==> src/rtl/cam_pkg.sv <==
// Shared types and defaults for the camera capture sequencer.
package cam_pkg;

  localparam int unsigned H_ACTIVE_DEF = 640;
  localparam int unsigned V_ACTIVE_DEF = 480;
  localparam int unsigned BYTE_W       = 8;
  localparam int unsigned WORD_W       = 16;

  typedef enum logic [2:0] {
    IDLE,
    ARM,
    SYNC,
    CAPTURE,
    DONE
  } cam_state_e;

  // RGB565 word as it leaves the packer: first camera byte in the upper half.
  typedef struct packed {
    logic [BYTE_W-1:0] hi;
    logic [BYTE_W-1:0] lo;
  } rgb565_word_t;

endpackage

==> src/rtl/cam_sync_edge.sv <==
// Camera input register stage with vsync rise/fall and href fall strobes
// derived from the registered copies against a second delay stage.
module cam_sync_edge
  import cam_pkg::*;
(
  input  logic              pclk,
  input  logic              reset,
  input  logic              vsync_i,
  input  logic              href_i,
  input  logic [BYTE_W-1:0] din_i,
  output logic              hr_o,
  output logic [BYTE_W-1:0] d_o,
  output logic              vs_rise_c,
  output logic              vs_fall_c,
  output logic              hr_fall_c
);

  logic              vs_q;
  logic              vs_qq;
  logic              hr_q;
  logic              hr_qq;
  logic [BYTE_W-1:0] d_q;

  always_ff @(posedge pclk or negedge reset) begin
    if (!reset) begin
      vs_q  <= 1'b0;
      vs_qq <= 1'b0;
      hr_q  <= 1'b0;
      hr_qq <= 1'b0;
      d_q   <= '0;
    end else begin
      vs_q  <= vsync_i;
      vs_qq <= vs_q;
      hr_q  <= href_i;
      hr_qq <= hr_q;
      d_q   <= din_i;
    end
  end

  assign hr_o      = hr_q;
  assign d_o       = d_q;
  assign vs_rise_c = vs_q & ~vs_qq;
  assign vs_fall_c = ~vs_q & vs_qq;
  assign hr_fall_c = ~hr_q & hr_qq;

endmodule

==> src/rtl/cam_capture_ctrl.sv <==
// Frame-capture sequencer: arms on start, aligns to vsync, packs byte pairs
// into RGB565 FIFO writes. Optional crop window enabled by CAM_CROP_EN.
module cam_capture_ctrl
  import cam_pkg::*;
#(
  parameter int unsigned H_ACTIVE = H_ACTIVE_DEF,
  parameter int unsigned V_ACTIVE = V_ACTIVE_DEF,
  parameter int unsigned XW       = 10,
  parameter int unsigned YW       = 9
) (
  input  logic              pclk,
  input  logic              reset,
  input  logic              vsync,
  input  logic              href,
  input  logic [BYTE_W-1:0] din,
  input  logic              start,
  input  logic              stop,
  input  logic              continuous,
  input  logic              fifo_full,
`ifdef CAM_CROP_EN
  input  logic [XW-1:0]     crop_x0,
  input  logic [XW-1:0]     crop_x1,
  input  logic [YW-1:0]     crop_y0,
  input  logic [YW-1:0]     crop_y1,
`endif
  output logic              fifo_wr,
  output logic [WORD_W-1:0] fifo_data,
  output logic              busy,
  output logic              frame_done,
  output logic              overflow,
  output logic [YW-1:0]     line_cnt,
  output logic [XW-1:0]     word_cnt,
  output logic [7:0]        frame_cnt
);

  logic              hr_q;
  logic [BYTE_W-1:0] d_q;
  logic              vs_rise_c;
  logic              vs_fall_c;
  logic              hr_fall_c;

  cam_sync_edge u_sync (
    .pclk      (pclk),
    .reset     (reset),
    .vsync_i   (vsync),
    .href_i    (href),
    .din_i     (din),
    .hr_o      (hr_q),
    .d_o       (d_q),
    .vs_rise_c (vs_rise_c),
    .vs_fall_c (vs_fall_c),
    .hr_fall_c (hr_fall_c)
  );

  cam_state_e        state_q, state_d;
  logic              phase_q, phase_d;
  logic [BYTE_W-1:0] hi_q, hi_d;
  logic              fifo_wr_q, fifo_wr_d;
  rgb565_word_t      fifo_data_q, fifo_data_d;
  logic              busy_q, busy_d;
  logic              frame_done_q, frame_done_d;
  logic              overflow_q, overflow_d;
  logic [YW-1:0]     line_q, line_d;
  logic [XW-1:0]     word_q, word_d;
  logic [7:0]        frame_q, frame_d;

  logic              in_win_c;
  logic              word_sat_c;
  logic              line_sat_c;

  // Write window: active-area limits, narrowed by the crop rectangle when built in.
  always_comb begin
    in_win_c = (word_q < XW'(H_ACTIVE)) && (line_q < YW'(V_ACTIVE));
`ifdef CAM_CROP_EN
    in_win_c = in_win_c && (word_q >= crop_x0) && (word_q < crop_x1)
                        && (line_q >= crop_y0) && (line_q < crop_y1);
`endif
  end

  assign word_sat_c = (word_q >= XW'(H_ACTIVE));
  assign line_sat_c = (line_q >= YW'(V_ACTIVE));

  always_comb begin
    state_d      = state_q;
    phase_d      = phase_q;
    hi_d         = hi_q;
    fifo_wr_d    = 1'b0;
    fifo_data_d  = fifo_data_q;
    frame_done_d = 1'b0;
    overflow_d   = overflow_q;
    line_d       = line_q;
    word_d       = word_q;
    frame_d      = frame_q;

    unique case (state_q)
      IDLE: begin
        if (start) begin
          state_d    = ARM;
          overflow_d = 1'b0;
          line_d     = '0;
          word_d     = '0;
        end
      end
      ARM: begin
        if (vs_rise_c) state_d = SYNC;
      end
      SYNC: begin
        if (vs_fall_c) begin
          state_d = CAPTURE;
          phase_d = 1'b0;
          line_d  = '0;
          word_d  = '0;
        end
      end
      CAPTURE: begin
        if (hr_q) begin
          if (!phase_q) begin
            hi_d    = d_q;
            phase_d = 1'b1;
          end else begin
            phase_d = 1'b0;
            if (in_win_c) begin
              if (fifo_full) begin
                overflow_d = 1'b1;
              end else begin
                fifo_wr_d      = 1'b1;
                fifo_data_d.hi = hi_q;
                fifo_data_d.lo = d_q;
              end
            end
            if (!word_sat_c) word_d = word_q + XW'(1);
          end
        end else if (hr_fall_c) begin
          // End of line: an unpaired trailing byte is simply forgotten.
          if (!line_sat_c) line_d = line_q + YW'(1);
          word_d  = '0;
          phase_d = 1'b0;
        end
        if (vs_rise_c) begin
          state_d      = DONE;
          frame_done_d = 1'b1;
          frame_d      = frame_q + 8'd1;
        end
      end
      DONE: begin
        state_d = continuous ? SYNC : IDLE;
      end
      default: state_d = IDLE;
    endcase

    // Abort overrides everything, including a start in the same cycle.
    if (stop) begin
      state_d      = IDLE;
      phase_d      = 1'b0;
      fifo_wr_d    = 1'b0;
      frame_done_d = 1'b0;
      frame_d      = frame_q;
    end

    busy_d = (state_d != IDLE);
  end

  always_ff @(posedge pclk or negedge reset) begin
    if (!reset) begin
      state_q      <= IDLE;
      phase_q      <= 1'b0;
      hi_q         <= '0;
      fifo_wr_q    <= 1'b0;
      fifo_data_q  <= '0;
      busy_q       <= 1'b0;
      frame_done_q <= 1'b0;
      overflow_q   <= 1'b0;
      line_q       <= '0;
      word_q       <= '0;
      frame_q      <= '0;
    end else begin
      state_q      <= state_d;
      phase_q      <= phase_d;
      hi_q         <= hi_d;
      fifo_wr_q    <= fifo_wr_d;
      fifo_data_q  <= fifo_data_d;
      busy_q       <= busy_d;
      frame_done_q <= frame_done_d;
      overflow_q   <= overflow_d;
      line_q       <= line_d;
      word_q       <= word_d;
      frame_q      <= frame_d;
    end
  end

  assign fifo_wr    = fifo_wr_q;
  assign fifo_data  = fifo_data_q;
  assign busy       = busy_q;
  assign frame_done = frame_done_q;
  assign overflow   = overflow_q;
  assign line_cnt   = line_q;
  assign word_cnt   = word_q;
  assign frame_cnt  = frame_q;

endmodule

==> config.mk <==
export PLATFORM = sky130hd
export DESIGN_NAME = cam_capture_ctrl
export DESIGN_NICKNAME = d
export VERILOG_FILES = /design/src/rtl/cam_pkg.sv /design/src/rtl/cam_sync_edge.sv /design/src/rtl/cam_capture_ctrl.sv
export SDC_FILE = /design/constraint.sdc
export NUM_CORES = 1
export LEC_CHECK = 0
export BUFFER_PORTS_ARGS = -buffer_cell sky130_fd_sc_hd__buf_2
export CAP_MARGIN = 10
export CORE_MARGIN = 2
export CORE_UTILIZATION = 44
export DETAILED_ROUTE_END_ITERATION = 10
export MAX_ROUTING_LAYER = met4
export PLACE_DENSITY_LB_ADDON = 0.15
export SYNTH_ARGS = -nofsm -noshare
export SYNTH_HDL_FRONTEND = slang
export SYNTH_SLANG_ARGS = --single-unit
==> constraint.sdc <==
create_clock -name pclk -period 2.3 [get_ports pclk]
set_input_delay 0 -clock pclk [delete_from_list [all_inputs] [get_ports pclk]]
set_output_delay 0 -clock pclk [all_outputs]
set_load 0.01 [all_outputs]
[Yosys cells after proc, flatten, opt, wreduce, memory -nomap -nowiden]
Cells that the tools add are included.
Word-level totals
  register bits: 71
  input bits: 16
  output and inout port bits: 47
Cells by class
  multiplexer cells: 41
  order comparisons: 4
  add/subtract/negate cells: 3
  bitwise gates (word level): 9
  reduce and logical (&&, ||, !) cells: 13
  equality and inequality tests: 18
Operator list (count)
  two-way mux 10 bit: 6
  two-way mux 9 bit: 5
  case mux 10 bit (3 select lines): 1
  case mux 9 bit (3 select lines): 1
  two-way mux 1 bit: 19
  AND reduction 6 bit: 3
  two-way mux 3 bit: 5
  case mux 3 bit (5 select lines): 1
  != test 2 bit, second input constant: 7
  adder 10 x 1 -> 10 bit, second input constant: 1
  >= comparator 10 bit, second input constant: 1
  less-than comparator 10 bit, second input constant: 1
  adder 9 x 1 -> 9 bit, second input constant: 1
  >= comparator 9 bit, second input constant: 1
  less-than comparator 9 bit, second input constant: 1
  AND reduction 3 bit: 3
  nonzero test 3 bit: 3
  adder 8 x 1 -> 8 bit, second input constant: 1
  equality test 3 x 2 -> 1 bit, second input constant: 2
  != test 3 x 2 -> 1 bit, second input constant: 2
  != test 3 bit, second input constant: 2
  NOT 1 bit: 6
  AND reduction 5 bit: 1
  != test 2 x 1 -> 1 bit, second input constant: 2
  other kinds (9): 12

[Logic depth before layout (Yosys ltp)]
Gate-level depths: netlist of the first run.
  depth in word-level cells: 7
  depth in mapped cells: 8
  mapped depth without buffers: 5

[By module]
A second synthesis of the first run with hierarchy kept.
Second synthesis, totals
  cell total of the unflattened synthesis: 256
  area, all modules: 3101.7 um^2
Modules (own cells, without submodules)
  cam_capture_ctrl: cells an instance 241, area each 2780.2 um^2, instances 1
  cam_sync_edge: cells an instance 15, area each 321.6 um^2, instances 1

[Worst setup path before layout of the first run]
No wires, ideal clock.
  path type: reg-to-reg
  start point: reg word_q[7] (netlist: word_cnt[7])
  end point: reg fifo_data_q, in the netlist fifo_data[0]
  data arrival time: 1695 ps
  clock period less this slack: 1820 ps
  buffers on the path: 2
  slack: 480 ps
  library setup time: 125 ps
  cell stages (with the launch flop): 7
  cell sequence: dfrtp_1 -> o21ai_1 -> and3_1 -> buf_4 -> nand3b_4 -> buf_6 -> mux2_4
Between the ends
  longest elaborated chain between the ends: 3
RTL lines
  start: declaration: RTL line cam_capture_ctrl.sv:64  | logic [XW-1:0] word_q, word_d;
  start signal: assignment: RTL line cam_capture_ctrl.sv:186  | word_q <= word_d;
  less-than comparator 10 bit: RTL line cam_capture_ctrl.sv:73  | in_win_c = (word_q < XW'(H_ACTIVE)) && (line_q < YW'(V_ACTIVE));
  logical AND 1 bit: RTL line cam_capture_ctrl.sv:73
  AND reduction 5 bit (no source line)
  end signal: assignment: RTL line cam_capture_ctrl.sv:181  | fifo_data_q <= fifo_data_d;
  end: declaration: RTL line cam_capture_ctrl.sv:59  | rgb565_word_t fifo_data_q, fifo_data_d;
No other way between the ends.
A chain may end at the register's enable or synchronous reset.

[Worst setup path in the final report of the first run]
  start point: reg state_q[1]
  end point: reg fifo_data_q, in the netlist fifo_data[0]
Between the ends
  longest elaborated chain between the ends: 2
RTL lines
  start: declaration: RTL line cam_capture_ctrl.sv:55  | cam_state_e state_q, state_d;
  start signal: assignment: RTL line cam_capture_ctrl.sv:177  | state_q <= state_d;
  equality test 3 x 2 -> 1 bit: RTL line cam_capture_ctrl.sv:95  | unique case (state_q)
  AND reduction 5 bit (no source line)
No other way between the ends.

==> results of run 1 <==
Yosys cell counts, types with 2 or more instances:
cell,instances
nand3_1,15
clkbuf_1,5
mux2_2,16
nand2_1,14
mux2_4,9
a21o_1,2
o211ai_1,4
nand2b_1,2
nor4bb_1,2
xor2_1,2
dfrtp_1,71
nor3b_1,2
ha_1,5
xnor2_1,5
buf_2,2
a211o_1,4
inv_1,8
o31ai_1,3
nor2_1,7
and3_1,9
o211a_1,2
a31oi_1,6
nor4_1,2
nor2b_1,3
or4_1,4
buf_4,2
nand4_1,5
a211oi_1,2
nand3b_1,2
nor3_1,7
o21ai_0,8
buf_6,2
a21oi_1,4
worst min-delay path by stage:
stage / end / startpoint / slack, ns
3_5_place_dp: line_cnt[1] / reset / 0.08
6_report: overflow / start / 0.11
2_1_floorplan: busy / reset / -0.30
3_3_place_gp: line_cnt[1] / reset / 0.08
4_1_cts: overflow / start / 0.12
5_1_grt: overflow / start / 0.13
sequential cells by signal, summed over array words and instances, names as in the netlist:
signal	count
overflow	1
frame_done	1
u_sync.vs_q	1
phase_q	1
frame_cnt	8
u_sync.vs_qq	1
u_sync.hr_qq	1
state_q	3
u_sync.hr_o	1
fifo_wr	1
busy	1
hi_q	8
fifo_data	16
word_cnt	10
u_sync.d_o	8
line_cnt	9
stage by stage:
stage	setup WS [ns]	area [µm²]	instances	total power (µW)	util [%]
after detailed placement	0.178	3520	406	1670	51.8
after global routing	0.116	3910	436	3040	57.5
after global placement	0.234	3520	406	1670	51.8
final	0.223	3910	436	2900	57.5
after floorplan	0.480	3090	252	1560	-
after CTS	0.167	3900	435	2950	57.4
power by group through the flow:
stage	clock network (µW)	registers, µW	logic, µW
finish	1240	1410	256
global route	1330	1420	287
CTS	1280	1410	260
detailed placement	0	1430	244
global placement	0	1430	238
floorplan	0	1420	138
logic make-up (layout without fill, tap and decap cells):
kind of cell,count (synthesis),after routing,synth area share [%]
compound gates,42,42,9.51
xor+xnor,7,7,1.98
fa+ha+maj,5,5,2.02
buf+inv,19,107,3.11
flops,71,71,57.4
mux,26,26,10.5
simple gates,82,82,15.4
layer usage:
metal | vias to the layer above | share of wire (%) | GRT usage (%)
li1 | 1083 | - | -
met3 | 11 | 5.7 | 5.00
met5 | - | 0 | -
met1 | 1096 | 47 | 23.9
met2 | 62 | 45 | 24.6
met4 | 0 | 2.0 | 9.23
worst max-delay path, delay by kind of cell, from the launching register on:
family | cells | cell delay, ns
muxes | 1 | 0.39
and+or+nand+nor | 3 | 1.09
DFF | 1 | 0.47
area by class of cell:
| type | instances | area [µm²] |
|---|---|---|
| fill | 588 | 2890 |
| sequential | 71 | 1780 |
| multi-input combinational | 162 | 1220 |
| timing repair buffer | 83 | 510 |
| clock inverter | 7 | 125 |
| clock buffer | 9 | 124 |
| tap | 96 | 120 |
| inverter | 8 | 30.0 |
timing repair:
action	CTS	global route
hold buffers	13	0
setup buffers	0	0
endpoints found under the hold margin	46	0
==> results.toml, run 1 <==
[run_status]
outcome = "completed"

[sta]
fmax_mhz = 482
fin_skew_ns = 0.00678
slew_headroom_pct = 55.4
fin_hold_ws_ns = 0.114
setup_viol = 0
finalCriticalPeriod_ns = 2.08
rsz0062_at_grt = "no"
worst_pin_slew_ns = 0.668
slew_violations = 0
setup_tns_ns = 0
hold_violations = 0
finalCritPeriodShare_pct = 90.3

[global_route]
grt_pass1_wl_um = 10000
grt-ovfl-total = 0
antenna_found_initial = 0
grt_max_degree = 44
grt_pass1_vias = 2113
grt_usage_pct = 17.8

[drt]
vias = 2252
drtIter0Drc = 117
routed_wl_um = 6150
drc_errors = 0
firstDrtPassIters = 4
via_per_inst = 5.17
wire_per_inst_um = 14.1
ant_nets = 0

[final_layout]
mostFrequentLayoutCell = "dfrtp_1"
diodes = 0
layout_common_cells = "dfrtp_1, buf_2, mux2_2"
drive_above_1_share_pct = 33.8
syn_to_final_growth_pct = 26.3
finalNetCount = 356

[power_and_ir_drop]
peakVddDrop_uv = 395
intPower_uw = 2200
p_sw_uw = 703
comb_power_share_pct = 8.8
p_seq_share_pct = 48.4
clockPowerShare_pct = 42.7
p_leak_uw = 0.00202
p_per_area_nw_per_um2 = 744
p_sw_share_pct = 24.2

[synth]
seq_area_frac_synth_pct = 57.4
ys_warn_count = 0
synthDominantAreaCellType = "dfrtp_1"
synthesis.nets = 273
ys_types = 49
ys.flop_type = "dfrtp_1"
synth_top_area_share_pct = 57.4
avgSynthCellArea_um2 = 12.3
yosys_register_bits = 71
syn_area_um2 = 3090
synth.area.top_cells = "dfrtp_1, mux2_2, mux2_4, nand3_1, ha_1"
async_reset_ff_share_pct = 100
synth_edf_count = 0
syn_inst = 252

[setup_path]
max_stage_delay_ns = 0.47
worstPathRequired_ns = 2.54
worst_setup_path_end_kind = "flip-flop"
crit_fanout = 17
worstSetupPathType = "reg -> reg"
worstPathArrival_ns = 2.32
worstReg2RegStart = "state_q[1]"
reg2reg_to = "fifo_data[0]"
crit_path_start_kind = "flip-flop"
slowest_stage = "dfrtp_1"
crit_path_cell_trace = "and4b_1 -> and3_1 -> nand3b_4 -> mux2_4"
r2r_setup_slack_ns = 0.22
cp-endpoint = "fifo_data[0]"
startpoint = "state_q[1]"
worstRegToRegCells = 4

[die]
ioPinCount = 63
die_y_um = 87.8
rows = 30
start_util_pct = 45.5
coreArea_um2 = 6790
die_w_um = 87.8
design.die.area_um2 = 7720

[clock_network]
clk_pin_slew_ns = 0.08
ctsResizeCount = 0
htreeDepth = 3
cts.path.max_buffers = 2
numCtsBuffers = 9
clock_latency_ns = 0.36
cts_root_buffer = "clkbuf_8"
clkSinkCount = 71
cts_tree = "built"

[place]
gp_congestion = 0.853
dp_hpwl_um = 4170
io_buffers = 62

[run]
drv_cap = 0

[hold_path]
whs_path_depth = 3
hold_path.class = "in -> reg"
Note: power is estimated with default switching activity, not from simulation.
==> inputs of run 2 (changes only) <==
Settings changed: CELL_PAD_IN_SITES_DETAIL_PLACEMENT set to 0, CELL_PAD_IN_SITES_GLOBAL_PLACEMENT set to 1, CORE_UTILIZATION 44 to 43.
==> results.toml, run 2 (synthesis results as in run 1) <==
[run_status]
outcome = "completed"

[drt]
drtIter0Drc = 90
wire_per_inst_um = 14.7
vias = 2258
routed_wl_um = 6430
firstDrtPassIters = 5
drc_errors = 0
via_per_inst = 5.17
ant_nets = 0

[final_layout]
ff_latch_area_um2 = 1780
final_cell_count_no_fill = 437
fillers = 613
layout_common_cells = "dfrtp_1, buf_2, mux2_2"
drive_above_1_share_pct = 34.0
syn_to_final_growth_pct = 24.2
multi_input_area_um2 = 1220
largest_reg_flops = 16
diodes = 0
mostFrequentLayoutCell = "dfrtp_1"
final_util_pct = 55.9
finalNetCount = 357

[setup_path]
worstSetupPathType = "reg -> reg"
worstRegToRegCells = 4
cp_top_family = "simple AND/OR/NAND/NOR gates"
slowest_stage = "dfrtp_1"
worstReg2RegStart = "state_q[0]"
r2r_setup_slack_ns = 0.32
max_stage_delay_ns = 0.44
worst_setup_path_end_kind = "flip-flop"
worstPathArrival_ns = 2.20
path_buf_inv = 0
crit_fanout = 17
worstPathRequired_ns = 2.52
crit_path_cell_trace = "and4b_1 -> and3_1 -> nand3b_4 -> mux2_4"
reg2reg_to = "fifo_data[3]"
crit_path_start_kind = "flip-flop"

[clock_network]
cts_setup_buffers = 0
cts.path.max_buffers = 2
ctsResizeCount = 0
clock_latency_ns = 0.35
clkSinkCount = 71
numCtsBuffers = 9
cts_tree = "built"
cts_root_buffer = "clkbuf_8"
cts_hold_buf = 13
htreeDepth = 3
clk_pin_slew_ns = 0.09

[power_and_ir_drop]
peakVddDrop_uv = 424
p_leak_uw = 0.00198
power_uw = 2600
p_per_area_nw_per_um2 = 677

[sta]
slew_headroom_pct = 57.3
setup_viol = 0
hold_violations = 0
rsz0062_at_grt = "no"
fin_skew_ns = 0.0209
finalCriticalPeriod_ns = 1.98
fmax_mhz = 505
finalCritPeriodShare_pct = 86.0
slew_violations = 0
worst_pin_slew_ns = 0.635
setup_tns_ns = 0

[die]
rows = 30
die_w_um = 88.8
design.die.area_um2 = 7890
coreArea_um2 = 6870
start_util_pct = 45.0
ioPinCount = 63
die_y_um = 88.8

[global_route]
grt_max_degree = 29
grt-ovfl-total = 0
grt_pass1_wl_um = 10500
antenna_found_initial = 0
grt_pass1_vias = 2118
grt_usage_pct = 18.4

[place]
dp_hpwl_um = 4480
gp_congestion = 0.756
dpl.cell_count = 408
io_buffers = 62

[hold_path]
hold_path.class = "in -> async"

[run]
drv_cap = 0
run 2: layer usage:
| layer | track usage [%] | share of wire [%] | vias up |
|---|---|---|---|
| li1 | - | - | 1098 |
| met1 | 25.0 | 48 | 1095 |
| met2 | 25.9 | 46 | 54 |
| met3 | 4.48 | 4.7 | 11 |
| met4 | 8.26 | 1.9 | 0 |
| met5 | - | 0 | - |
run 2: final cells by class:
cell class                      instances  share of cell area [%]
Timing Repair Buffer                   84                    13.2
Tap cell                               96                    3.13
Inverter                                8                   0.782
Clock inverter                          7                    1.60
Multi-Input combinational cell        162                    31.8
Sequential cell                        71                    46.3
Clock buffer                            9                    3.23
run 2: power by group:
group          internal, µW  switching (µW)  leakage (µW)
sequential             1340            66.2      0.000948
clock                   412             523     0.0000888
combinational           131             130      0.000947
total                  1880             719       0.00198
run 2: stage by stage:
step	instance area [µm²]	setup WS (ns)	hold slack, ns
after floorplan	3090	0.480	-0.296
after global placement	3520	0.396	-0.0270
after CTS	3840	0.328	0.113
after global routing	3840	0.198	0.124
final	3840	0.321	0.125
after detailed placement	3520	0.341	-0.0238
run 2: how the worst max path moves through the flow:
stage,cells past startpoint,from,slack [ns],to
after floorplan,6,word_cnt[7],0.48,fifo_data[0]
after global placement,4,u_sync.hr_o,0.40,fifo_data[3]
after detailed placement,4,state_q[0],0.34,fifo_data[2]
after CTS,4,state_q[0],0.33,fifo_data[3]
after global routing,4,state_q[0],0.20,fifo_data[3]
final,4,state_q[0],0.32,fifo_data[3]
==> inputs of run 3 (changes only) <==
--- a/config.mk
+++ b/config.mk
@@ -12,4 +12,5 @@
 export CORE_MARGIN = 2
 export CORE_UTILIZATION = 43
+export CTS_CLUSTER_SIZE = 20
 export DETAILED_ROUTE_END_ITERATION = 10
 export MAX_ROUTING_LAYER = met4
==> constraint.sdc (replaced) <==
create_clock -name pclk -period 2.3 [get_ports pclk]
set_input_delay 0 -clock pclk [delete_from_list [all_inputs] [get_ports pclk]]
set_output_delay 0 -clock pclk [all_outputs]
set_load 0.1 [all_outputs]
==> results.toml, run 3 (synthesis results as in run 1) <==
[sta]
rsz0062_at_grt = "no"
slew_headroom_pct = 53.0
finalCritPeriodShare_pct = 84.6
slew_violations = 0
worst_pin_slew_ns = 0.705
finalCriticalPeriod_ns = 1.95
setup_viol = 0
fin_skew_ns = 0.00859
setup_tns_ns = 0
hold_violations = 0
fmax_mhz = 514

[drt]
drc_errors = 0
vias = 2237
wl_met2_um = 3000
dr_wl_met3_um = 318
ant_nets = 0
wire_per_inst_um = 14.3
via_per_inst = 5.13
routed_wl_um = 6250
drt-met1-wl_um = 2880
drtIter0Drc = 86
highest_layer = "met4"
firstDrtPassIters = 4

[setup_path]
reg2reg_to = "frame_cnt[7]"
worstPathArrival_ns = 2.18
max_stage_delay_ns = 0.63
path_buf_inv = 1
worstPathRequired_ns = 2.53
worstReg2RegStart = "state_q[2]"
cp_top_family = "simple AND/OR/NAND/NOR gates"
worst_setup_path_end_kind = "flip-flop"
r2r_setup_slack_ns = 0.35
crit_path_start_kind = "flip-flop"
worstSetupPathType = "reg -> reg"
crit_fanout = 10
crit_path_cell_trace = "buf_4 -> nand3b_1 -> nor4_1 -> nand3_1 -> xnor2_1"
worstRegToRegCells = 5
cp.depth = 5
slowest_stage = "nor4_1"

[hold_path]
worstHoldEndpoint = "overflow"
min_from = "start"
whs_path_depth = 4
hold_path.class = "in -> reg"

[global_route]
grt_max_degree = 44
grt_pass1_vias = 2124
grt_usage_pct = 17.8
antenna_found_initial = 0
grt_pass1_wl_um = 10300
grt-ovfl-total = 0

[die]
start_util_pct = 45.0
coreArea_um2 = 6870
rows = 30
die_w_um = 88.8
design.die.area_um2 = 7890
die_y_um = 88.8
ioPinCount = 63

[power_and_ir_drop]
peakVddDrop_uv = 516
p_per_area_nw_per_um2 = 726
p_leak_uw = 0.00198

[clock_network]
clkSinkCount = 71
numCtsBuffers = 9
cts_root_buffer = "clkbuf_8"
clk_pin_slew_ns = 0.08
cts.path.max_buffers = 2
ctsResizeCount = 0
clock_latency_ns = 0.35
cts_tree = "built"
htreeDepth = 3

[run]
drv_cap = 0

[place]
dp_hpwl_um = 4310
io_buffers = 62
place_area_um2 = 3540
dpl.cell_count = 407
gp_congestion = 0.752

[final_layout]
final_cell_count_no_fill = 436
drive_above_1_share_pct = 35.3
mostFrequentLayoutCell = "dfrtp_1"
finalNetCount = 356
fillers = 595
postLayoutCellArea_um2 = 3850
diodes = 0
layout_common_cells = "dfrtp_1, buf_2, mux2_2"
syn_to_final_growth_pct = 24.6
largest_reg_flops = 16

[run_status]
outcome = "completed"
[run 3: cell count changes in the layout (fill, tap and decap cells not counted), sizes merged]
| cell | previous run | this run |
|---|---|---|
| inv | 12 | 13 |
| buf | 71 | 70 |
| clkinv | 1 | 0 |
[run 3: where the power goes]
group	switching (µW)	internal (µW)	leakage, µW
logic	314	135	0.000947
clock network	528	417	0.0000907
registers	64.5	1340	0.000940
[run 3: what timing repair did]
item                       in CTS  in global routing
hold endpoints to repair       44                  0
setup endpoints to repair       0                  0
setup buffers                   0                  0
hold buffers                   13                  0
[run 3: worst min-delay path, cell delays in order]
cell and delay (ns):
buf_2 0.08, nor3b_1 0.17, buf_4 0.16, a21oi_1 0.07
[run 3: layout make-up]
cell class,instances,area [µm²],area share [%]
Sequential cell,71,1780,46.3
Multi-Input combinational cell,162,1220,31.7
Timing Repair Buffer,83,513,13.3
Clock buffer,9,124,3.21
Tap cell,96,120,3.12
Clock inverter,7,63.8,1.66
Inverter,8,30.0,0.779
[run 3: worst max-delay path by stage]
stage	from	to	slack, ns
after floorplan	line_cnt[6]	line_cnt[6]	0.02
after global placement	state_q[2]	frame_cnt[7]	0.41
after detailed placement	state_q[2]	frame_cnt[7]	0.37
after CTS	state_q[2]	frame_cnt[7]	0.36
after global routing	state_q[2]	frame_cnt[7]	0.21
final	state_q[2]	frame_cnt[7]	0.35
[run 3: layer usage]
| metal | vias up | track usage (%) |
|---|---|---|
| met4 | 0 | 4.55 |
| met2 | 51 | 26.2 |
| li1 | 1093 | - |
| met5 | - | - |
| met3 | 4 | 5.97 |
| met1 | 1089 | 23.8 |
[run 3: stage by stage]
step	power, µW	setup slack (ns)	utilization [%]	hold slack [ns]
after CTS	2840	0.361	56.1	0.163
after detailed placement	1870	0.369	51.5	0.0909
after global placement	1860	0.408	51.5	0.0877
after global routing	2940	0.209	56.1	0.172
final	2800	0.354	56.1	0.176
after floorplan	1740	0.0200	-	-0.296
